[config.mk]
export PLATFORM = sky130hd
export DESIGN_NAME = bcd_conv_scheduler
export DESIGN_NICKNAME = d
export VERILOG_FILES = /design/src/rtl/bcd_conv_scheduler.sv
export SDC_FILE = /design/constraint.sdc
export NUM_CORES = 1
export LEC_CHECK = 0
export CAP_MARGIN = 10
export CORE_ASPECT_RATIO = 1.25
export CORE_UTILIZATION = 48
export DETAILED_ROUTE_END_ITERATION = 16
export GPL_ROUTABILITY_DRIVEN = 0
export PLACE_DENSITY = 0.95
export SLEW_MARGIN = 20
export SYNTH_ARGS = -nofsm -noshare
export SYNTH_HDL_FRONTEND = slang
export SYNTH_SLANG_ARGS = --single-unit
[constraint.sdc]
create_clock -name i_clk -period 11.42 [get_ports i_clk]
set_input_delay 2.284 -clock i_clk [delete_from_list [all_inputs] [get_ports i_clk]]
set_output_delay 2.284 -clock i_clk [all_outputs]
set_load 0.1 [all_outputs]
[src/rtl/bcd_conv_scheduler.sv]
// bcd_conv_scheduler: round-robin sharing of one unsigned_to_bcd converter among N_CH requesters
module bcd_conv_scheduler #(
    parameter int N_CH    = 3,
    parameter int TIMEOUT = 255
) (
    input  logic                 i_clk,
    input  logic                 i_rst_n,
    input  logic [N_CH-1:0]      i_req,
    input  logic [32*N_CH-1:0]   i_value,
    output logic                 o_conv_trigger,
    output logic [31:0]          o_conv_in,
    input  logic                 i_conv_idle,
    input  logic [31:0]          i_conv_bcd,
    output logic [32*N_CH-1:0]   o_bcd_out,
    output logic [N_CH-1:0]      o_valid,
    output logic                 o_done,
    output logic [2:0]           o_done_ch,
    output logic                 o_error,
    output logic                 o_busy
);
    localparam logic [2:0] S_SELECT    = 3'd0;
    localparam logic [2:0] S_ISSUE     = 3'd1;
    localparam logic [2:0] S_WAIT_BUSY = 3'd2;
    localparam logic [2:0] S_WAIT_DONE = 3'd3;
    localparam logic [2:0] S_STORE     = 3'd4;
    localparam logic [2:0] S_ABORT     = 3'd5;

    logic [2:0]          r_state, w_next;
    logic [2:0]          r_ptr, r_cur;
    logic [N_CH-1:0]     r_pending, w_clr, w_rot;
    logic [15:0]         r_wd;
    logic                r_wb, r_trig, r_done, r_error, r_busy;
    logic [31:0]         r_conv_in, w_sel;
    logic [32*N_CH-1:0]  r_bcd;
    logic [N_CH-1:0]     r_valid;
    logic                w_found, w_end;
    logic [2:0]          w_off, w_grant;
    logic [3:0]          w_sum;

    // pending rotated so bit 0 is the channel at ptr; lowest set bit wins
    always_comb begin
        w_rot   = N_CH'({r_pending, r_pending} >> r_ptr);
        w_found = 1'b0;
        w_off   = 3'd0;
        for (int k = N_CH - 1; k >= 0; k--) begin
            if (w_rot[k]) begin
                w_found = 1'b1;
                w_off   = 3'(k);
            end
        end
        w_sum   = {1'b0, r_ptr} + {1'b0, w_off};
        w_grant = (w_sum >= 4'(N_CH)) ? 3'(w_sum - 4'(N_CH)) : w_sum[2:0];
        w_sel   = 32'd0;
        for (int k = 0; k < N_CH; k++) begin
            if (w_grant == 3'(k)) w_sel = i_value[32*k +: 32];
        end
    end

    always_comb begin
        w_next = S_SELECT;
        case (r_state)
            S_SELECT:    w_next = (w_found && i_conv_idle) ? S_ISSUE : S_SELECT;
            S_ISSUE:     w_next = S_WAIT_BUSY;
            S_WAIT_BUSY: w_next = !i_conv_idle ? S_WAIT_DONE : (r_wb ? S_STORE : S_WAIT_BUSY);
            S_WAIT_DONE: w_next = i_conv_idle ? S_STORE :
                                  (r_wd == 16'(TIMEOUT - 1) ? S_ABORT : S_WAIT_DONE);
            default:     w_next = S_SELECT;
        endcase
    end

    assign w_end = (r_state == S_STORE) || (r_state == S_ABORT);
    assign w_clr = w_end ? (N_CH'(1) << r_cur) : '0;

    always_ff @(posedge i_clk or negedge i_rst_n) begin
        if (!i_rst_n) begin
            r_state   <= S_SELECT;
            r_ptr     <= 3'd0;
            r_cur     <= 3'd0;
            r_pending <= '0;
            r_wd      <= 16'd0;
            r_wb      <= 1'b0;
            r_trig    <= 1'b0;
            r_conv_in <= 32'd0;
            r_bcd     <= '0;
            r_valid   <= '0;
            r_done    <= 1'b0;
            r_error   <= 1'b0;
            r_busy    <= 1'b0;
        end else begin
            r_state   <= w_next;
            r_pending <= (r_pending & ~w_clr) | i_req;
            r_wb      <= r_state == S_WAIT_BUSY;
            r_wd      <= (r_state == S_WAIT_DONE) ? r_wd + 16'd1 : 16'd0;
            r_trig    <= w_next == S_ISSUE;
            r_done    <= w_next == S_STORE;
            r_error   <= w_next == S_ABORT;
            r_busy    <= w_next != S_SELECT;
            if (r_state == S_SELECT && w_next == S_ISSUE) begin
                r_conv_in <= w_sel;
                r_cur     <= w_grant;
            end
            if (w_end) r_ptr <= (r_cur == 3'(N_CH - 1)) ? 3'd0 : r_cur + 3'd1;
            // result lands together with the done pulse
            if (w_next == S_STORE) r_valid <= r_valid | (N_CH'(1) << r_cur);
            for (int k = 0; k < N_CH; k++) begin
                if (w_next == S_STORE && r_cur == 3'(k)) r_bcd[32*k +: 32] <= i_conv_bcd;
            end
        end
    end

    assign o_conv_trigger = r_trig;
    assign o_conv_in      = r_conv_in;
    assign o_bcd_out      = r_bcd;
    assign o_valid        = r_valid;
    assign o_done         = r_done;
    assign o_done_ch      = r_cur;
    assign o_error        = r_error;
    assign o_busy         = r_busy;
endmodule

==> reports/metrics.csv, run 1 <==
metric;value;unit
syn nets;725;
first-pass GRT wire length;31800;µm
crit path max-delay cell type;clkdlybuf4s50_1;
Clk Latency, worst-skew pair;0.42;ns
met3 Usage GRT;0.0779;
DIE HEIGHT;141;µm
die area;15900;µm²
Reg clk slew, reported paths;0.07;ns
drt drc;0;
CP max FO;11;
clock root buffer;clkbuf_16;
Max Transition Viols Final;0;
Min-Delay Path Class;flop to flop;
Setup crit start kind;flop;
FMAX;0.219;GHz
Yosys cell types;52;
Starting Density;0.491;
minimum clock period;4.57;ns
setup TNS;0;ns
RR Startpoint;r_ptr[1]$_DFFE_PN0N_;
Place WS;6.87;ns
Relative slew margins;0.256;
drt via density;5.66;
GRT overflow;0;
largest net degree at the start of global routing;96;
status;complete, no violations;
Mean Syn Cell Area;12.6;µm²
Worst Path Arrival;2.29;ns
CTS buffer count;17;
Hold Fails Final Rpt;0;
Die X;113;µm
final setup margin;6.85;ns
FF-to-FF End;o_conv_in[30]$_DFFE_PN0P_;
EDFF count, synth;0;
CP Cell Sequence;clkdlybuf4s50_1;
Buffers on Ports;271;
Crit path max-delay family;buffers and inverters;
Setup crit end kind;output pin;
P&R area growth vs syn;45.9;%
slew of the pin with the lowest slew margin;1.11;ns
Hold WS;0.468;ns
1st-iter DRT viols;479;
Post-Synthesis Cells;585;
post-CTS resize count;0;
Mapped Area;7370;µm²
highest cell delay on the worst timing path;1.22;ns
initial antenna violation count;0;
vias;5862;
Req. time, crit path;9.14;ns
final WL;20400;µm
total track usage;0.261;
met2 global-route usage;0.450;
CTS Sinks;164;
site row count;50;
number of max-cap violations;0;
fraction of layout cells with a size suffix above 1;0.207;
htree depth;4;
hold endpoint;r_wd[0]$_DFF_PN0_;
Wirelength per Cell;19.7;µm
TritonRoute pass-1 iters;4;
Post-DP HPWL;14100;µm
critical path class;flop to output pin;
# nets final;981;
Setup Viol. Count Final;0;
top_reg_cell synth;dfrtp_1;
Worst R2R Setup Slack;6.90;ns
Post-CTS Setup Inserts;0;
num ports;272;
Worst Hold Path Cells;1;
Worst Clk Skew;0.0131;ns
Synth Register Bits;164;
Hold Crit Start;r_wd[0]$_DFF_PN0_;
number of global-route vias before repair;6124;
grt met1 use;0.291;
hold bufs inserted after CTS;0;
CP Buf/Inv Count;1;
worst reg-to-reg path cell count;13;
RSZ-0062 raised after global routing;false;
antenna cells;0;
post-synthesis sequential area ratio;0.557;
post-route clock period utilization;0.400;
final antenna-violating net count;0;
Async SR Flop Fraction;1.00;
Core ar.;15000;µm²
fin util;0.716;
TritonCTS clock tree;done;
global route hottest layer;met2;
Yosys warning total;0;
maximum buffer depth of the clock tree;2;
state kept, by name (all words and copies together), names as in the netlist, 3 cells and up:
name       count
o_conv_in     32
o_bcd_out     96
r_ptr          3
r_state        3
r_pending      3
o_valid        3
o_done_ch      3
r_wd          16
how the worst max path moves through the flow:
stage / cells after the start / endpoint / start / slack [ns]
2_1_floorplan: 4 / o_bcd_out[32]$_DFFE_PN0P_ / i_conv_idle / 7.79
6_report: 1 / o_done_ch[0] / o_done_ch[0]$_DFFE_PN0P_ / 6.85
3_5_place_dp: 5 / o_done_ch[0]$_DFFE_PN0P_ / i_conv_idle / 6.87
5_1_grt: 13 / o_conv_in[30]$_DFFE_PN0P_ / r_ptr[1]$_DFFE_PN0N_ / 6.60
4_1_cts: 1 / o_done_ch[0] / o_done_ch[0]$_DFFE_PN0P_ / 6.82
3_3_place_gp: 5 / o_done_ch[0]$_DFFE_PN0P_ / i_conv_idle / 6.90
synthesized netlist by cell type, types with 2 or more instances:
library cell | instances | area, µm²
dfrtp_1 | 164 | 4100
mux2_2 | 98 | 1100
nand2_1 | 51 | 191
nand4_1 | 37 | 231
a22oi_1 | 31 | 233
o211ai_2 | 30 | 375
nor2_1 | 21 | 78.8
buf_2 | 18 | 90.1
clkbuf_1 | 12 | 45.0
a21oi_1 | 11 | 55.1
xor2_1 | 11 | 96.3
o21ai_0 | 10 | 50.1
buf_4 | 8 | 60.1
nor2b_1 | 7 | 43.8
a21o_1 | 5 | 37.5
and2_1 | 5 | 31.3
ha_1 | 5 | 62.6
inv_1 | 4 | 15.0
nand2b_1 | 4 | 25.0
nand3_1 | 4 | 20.0
nor3_1 | 4 | 20.0
buf_6 | 3 | 33.8
or2_2 | 3 | 18.8
xnor2_1 | 3 | 26.3
a221o_1 | 2 | 20.0
and3_1 | 2 | 12.5
and4_1 | 2 | 17.5
nand3b_1 | 2 | 15.0
nor3b_1 | 2 | 15.0
o211ai_1 | 2 | 15.0
o31ai_1 | 2 | 15.0
or3_1 | 2 | 12.5
cell usage in the layout (no fill, tap or decap), types with 5 or more instances in the layout:
cell,count
a22oi_1,31
nor2_1,21
mux2_2,98
dfrtp_1,164
nand2_1,51
xor2_1,11
and2_1,5
inv_6,5
nand4_1,37
clkbuf_16,17
o211ai_2,30
buf_4,8
ha_1,5
a21oi_1,11
nor2b_1,7
clkdlybuf4s50_1,270
a21o_1,5
o21ai_0,10
metal layers:
layer,up-vias,wire length (µm)
li1,2662,-
met1,2880,7590
met2,270,10400
met3,50,1670
met4,0,770
met5,-,0
per-stage QoR:
stage                     std cells  area (µm²)
after global routing           1036       10800
after global placement         1004       10200
after detailed placement       1004       10200
after floorplan                 585        7370
after CTS                      1036       10800
final                          1036       10800
final cells by class:
cell class	count	area (µm²)
Fill cell	977	4260
Sequential cell	164	4100
Multi-Input combinational cell	374	3050
Timing Repair Buffer	279	2770
Clock buffer	19	443
Tap cell	182	228
Clock inverter	13	131
Inverter	5	18.8
logic make-up (layout without fill, tap and decap cells):
family | Yosys count | after routing | share of synthesized area
flops | 164 | 164 | 0.557
compound gates | 99 | 99 | 0.116
simple gates | 156 | 156 | 0.113
buf+inv | 47 | 316 | 0.0341
fa+ha+maj | 6 | 6 | 0.0112
mux | 98 | 98 | 0.150
xor+xnor | 15 | 15 | 0.0199
Power of run 1 is not shown: default switching activity piles up to over one toggle a cycle in this logic, so the estimate is an artifact.
==> inputs of run 2 (changes only) <==
CORE_UTILIZATION = 40   (was 48)
PLACE_DENSITY = 0.88   (was 0.95)
clock period = 4.08 ns   (was 11.42 ns; I/O delays follow)
==> run 2 against run 1 <==
Setup slack got worse by 6.6 ns; clock skew rose by 0.0027 ns; die area rose by 20%; sequential share of layout area fell by 0.66 points; first-iteration DRC count fell by 41%; hold slack got worse by 0.024 ns; largest cell class unchanged; highest routed layer unchanged.
==> reports/metrics.csv, run 2 (same netlist as run 1, synthesis figures left out) <==
metric;value;unit
CTS Sinks;164;
final WL;21000;µm
maximum buffer depth of the clock tree;2;
most common cell after layout, fill and taps aside;clkdlybuf4s50_1;
Clk Latency, worst-skew pair;0.42;ns
vias;5857;
initial antenna violation count;0;
most frequent cells in the layout;clkdlybuf4s50_1 (270), dfrtp_1 (164), mux2_2 (98);
critical path class;flop to flop;
Buffers on Ports;271;
TritonRoute pass-1 iters;4;
Hold WS;0.444;ns
Top Layer Used;met4;
Req. time, crit path;4.40;ns
Worst Clk Skew;0.0158;ns
Setup crit end kind;flop;
Min-Delay Path Class;primary input to async pin;
CP max FO;34;
fin area;10900;µm²
fraction of layout cells with a size suffix above 1;0.219;
1st-iter DRT viols;282;
status;complete, no violations;
largest net degree at the start of global routing;86;
number of global-route vias before repair;5957;
Wirelength per Cell;19.2;µm
htree depth;4;
met3 WL;1890;µm
Setup crit start kind;flop;
minimum clock period;3.84;ns
num ports;272;
FMAX;0.261;GHz
Core ar.;18100;µm²
slew of the pin with the lowest slew margin;1.10;ns
number of max-cap violations;0;
Post-CTS Setup Inserts;0;
Hold Fails Final Rpt;0;
antenna cells;0;
Post-DP HPWL;14500;µm
DIE HEIGHT;154;µm
Routed met2 length;10600;µm
Worst Path Arrival;4.16;ns
final antenna-violating net count;0;
Placed Area;10300;µm²
max reg flops;96;
drt drc;0;
die area;19000;µm²
Setup Viol. Count Final;0;
Reg clk slew, reported paths;0.08;ns
Max Transition Viols Final;0;
Starting Density;0.407;
CTS buffer count;17;
fin util;0.605;
Relative slew margins;0.264;
GRT overflow;0;
met1 wire length;7790;µm
Die X;123;µm
clock root buffer;clkbuf_16;
P&R area growth vs syn;48.4;%
drt via density;5.37;
Placed Cells;1058;
total track usage;0.223;
Worst R2R Setup Slack;0.24;ns
TritonCTS clock tree;done;
site row count;55;
RSZ-0062 raised after global routing;true;
# nets final;990;
first-pass GRT wire length;32200;µm
hold bufs inserted after CTS;0;
post-route clock period utilization;0.941;
Cell Count, Final, Fillers Out;1091;
run 2: metrics by stage:
step / setup TNS [ns] / worst slack [ns]
after global placement: 0 / 0.163
after floorplan: 0 / 0.504
final: 0 / 0.241
after global routing: -0.00106 / -0.00106
after CTS: 0 / 0.148
after detailed placement: 0 / 0.0128
run 2: worst paths after layout:
kind / start / endpoint / cells past startpoint
min: i_rst_n / o_valid[0]$_DFFE_PN0P_ / 1
max reg2reg: r_ptr[0]$_DFFE_PN0N_ / o_conv_in[30]$_DFFE_PN0P_ / 14
min in group i_clk: o_valid[1]$_DFFE_PN0P_ / o_valid[1]$_DFFE_PN0P_ / 1
max: r_ptr[0]$_DFFE_PN0N_ / o_conv_in[30]$_DFFE_PN0P_ / 14
min reg2reg: o_valid[1]$_DFFE_PN0P_ / o_valid[1]$_DFFE_PN0P_ / 1
max in group asynchronous: i_rst_n / o_bcd_out[94]$_DFFE_PN0P_ / 2
run 2: critical path, cell delays in order, from the launching register on:
cell	delay (ns)
dfrtp_1	0.44
nor2b_1	0.23
nor3_1	0.10
a22o_1	0.23
a21oi_1	0.10
o21ai_0	0.09
ha_1	0.23
fa_1	0.52
ha_2	0.30
and3b_1	0.18
a221o_1	0.25
or3b_1	0.37
buf_4	0.26
and2_0	0.19
a221oi_1	0.24
run 2: layout make-up:
type | count | area, µm²
Timing Repair Buffer | 287 | 2850
Inverter | 5 | 18.8
Sequential cell | 164 | 4100
Clock buffer | 17 | 425
Tap cell | 228 | 285
Multi-Input combinational cell | 375 | 3070
Clock inverter | 15 | 185
Fill cell | 1421 | 7160
run 2: per-layer routing:
layer,track usage,up-vias
met2,0.381,252
met5,0,-
met3,0.0723,39
li1,-,2673
met4,0.101,0
met1,0.250,2893
run 2: what timing repair did:
| item | 4_1_cts | 5_1_grt |
|---|---|---|
| resized for setup | 0 | 3 |
| pin swaps | 1 | 1 |
| endpoints found under the setup margin | 1 | 32 |
| gates cloned | 1 | 0 |
Power of run 2 is left out for the same reason.
==> inputs of run 3 (changes only) <==
CORE_ASPECT_RATIO = 1.5   (was 1.25)
==> run 3 against run 2 <==
Design area hardly changed; maximum frequency is 0.19% higher; global-route usage is 0.63 points lower; sequential share of layout area hardly changed; sequential cell count stayed put; critical path depth stayed put; die area hardly changed; core utilization is 0.26 points higher; via count is 0.17% higher; non-clock buffer count is 1 lower; register-to-register slack hardly changed; clock skew is 0.0047 ns lower; highest routed layer unchanged.
==> reports/metrics.csv, run 3 (same netlist as run 1, synthesis figures left out) <==
metric;value;unit
Wirelength per Cell;18.9;µm
CP Buf/Inv Count;1;
final setup margin;0.249;ns
Buffers on Ports;271;
antenna cells;0;
DIE HEIGHT;168;µm
TritonCTS clock tree;done;
fraction of layout cells with a size suffix above 1;0.218;
# nets final;988;
most common cell after layout, fill and taps aside;clkdlybuf4s50_1;
critical path class;flop to flop;
CTS Sinks;164;
drt via density;5.44;
largest net degree at the start of global routing;83;
Max Transition Viols Final;0;
die area;19000;µm²
CTS buffer count;17;
setup TNS;0;ns
Starting Density;0.409;
Post-DP HPWL;14400;µm
RSZ-0062 raised after global routing;false;
CP max FO;14;
clock root buffer;clkbuf_16;
Worst Path Arrival;4.16;ns
first-pass GRT wire length;32100;µm
TritonRoute pass-1 iters;5;
num ports;272;
CP Cell Sequence;nor2b_1, nor3_1, a22o_1, a21oi_1, o21ai_0, ha_1, fa_1, ha_2, and3b_1, a221o_1, or3b_1, buf_4, and2_0, a221oi_1;
Crit path max-delay family;adder cells;
GRT overflow;0;
crit path max-delay cell type;fa_1;
Placed Area;10300;µm²
initial antenna violation count;0;
Setup crit end kind;flop;
slew of the pin with the lowest slew margin;1.08;ns
total track usage;0.217;
P&R area growth vs syn;48.4;%
htree depth;4;
number of global-route vias before repair;6153;
FMAX;0.261;GHz
Relative slew margins;0.277;
site row count;60;
most frequent cells in the layout;clkdlybuf4s50_1 (270), dfrtp_1 (163), mux2_2 (98);
Min-Delay Path Class;primary input to async pin;
Clk Latency, worst-skew pair;0.43;ns
max reg flops;96;
status;complete, no violations;
final WL;20300;µm
Setup Viol. Count Final;0;
Reg clk slew, reported paths;0.08;ns
1st-iter DRT viols;361;
Hold Fails Final Rpt;0;
drt drc;0;
post-route clock period utilization;0.939;
number of max-cap violations;0;
Core ar.;18000;µm²
minimum clock period;3.83;ns
Place WS;0.0225;ns
Worst Clk Skew;0.0111;ns
Req. time, crit path;4.41;ns
Setup crit start kind;flop;
highest cell delay on the worst timing path;0.53;ns
final antenna-violating net count;0;
fin util;0.607;
vias;5867;
hold bufs inserted after CTS;0;
maximum buffer depth of the clock tree;2;
Die X;113;µm
fin area;10900;µm²
==> run 3: final cells by class <==
type / instances / area, µm²
fill: 1415 / 7080
tap: 217 / 272
multi-input combinational: 374 / 3060
sequential: 164 / 4110
clock inverter: 15 / 201
clock buffer: 17 / 425
inverter: 5 / 18.8
timing repair buffer: 286 / 2860
==> run 3: worst paths after layout <==
path | start | to | slack [ns] | cells after the start
setup / recovery | r_ptr[0]$_DFFE_PN0N_ | o_conv_in[30]$_DFFE_PN0P_ | 0.25 | 14
hold / removal | i_rst_n | o_bcd_out[86]$_DFFE_PN0P_ | 0.40 | 1
setup reg to reg | r_ptr[0]$_DFFE_PN0N_ | o_conv_in[30]$_DFFE_PN0P_ | 0.25 | 14
hold reg to reg | o_valid[1]$_DFFE_PN0P_ | o_valid[1]$_DFFE_PN0P_ | 0.47 | 1
max in group asynchronous | i_rst_n | o_bcd_out[79]$_DFFE_PN0P_ | 2.72 | 2
min in group i_clk | o_valid[1]$_DFFE_PN0P_ | o_valid[1]$_DFFE_PN0P_ | 0.47 | 1
==> run 3: metrics by stage <==
step | instances | hold slack, ns
final | 1078 | 0.402
after detailed placement | 1044 | 0.460
after global routing | 1078 | 0.462
after CTS | 1076 | 0.442
after floorplan | 585 | 0.446
after global placement | 1044 | 0.452
==> run 3: per-layer routing <==
metal | part of all wire | track usage | vias to the layer above | wire length, µm
li1 | - | - | 2670 | -
met1 | 0.37 | 0.230 | 2921 | 7460
met2 | 0.53 | 0.392 | 235 | 10800
met3 | 0.076 | 0.0655 | 41 | 1550
met4 | 0.028 | 0.100 | 0 | 573
met5 | 0 | 0 | - | 0
==> run 3: repair_timing <==
action                                  CTS  global route
pin swaps                                 1             1
endpoints found under the setup margin    1            32
gates resized for setup                   1             4
buffers inserted                          0             2
Power of run 3 is left out for the same reason.
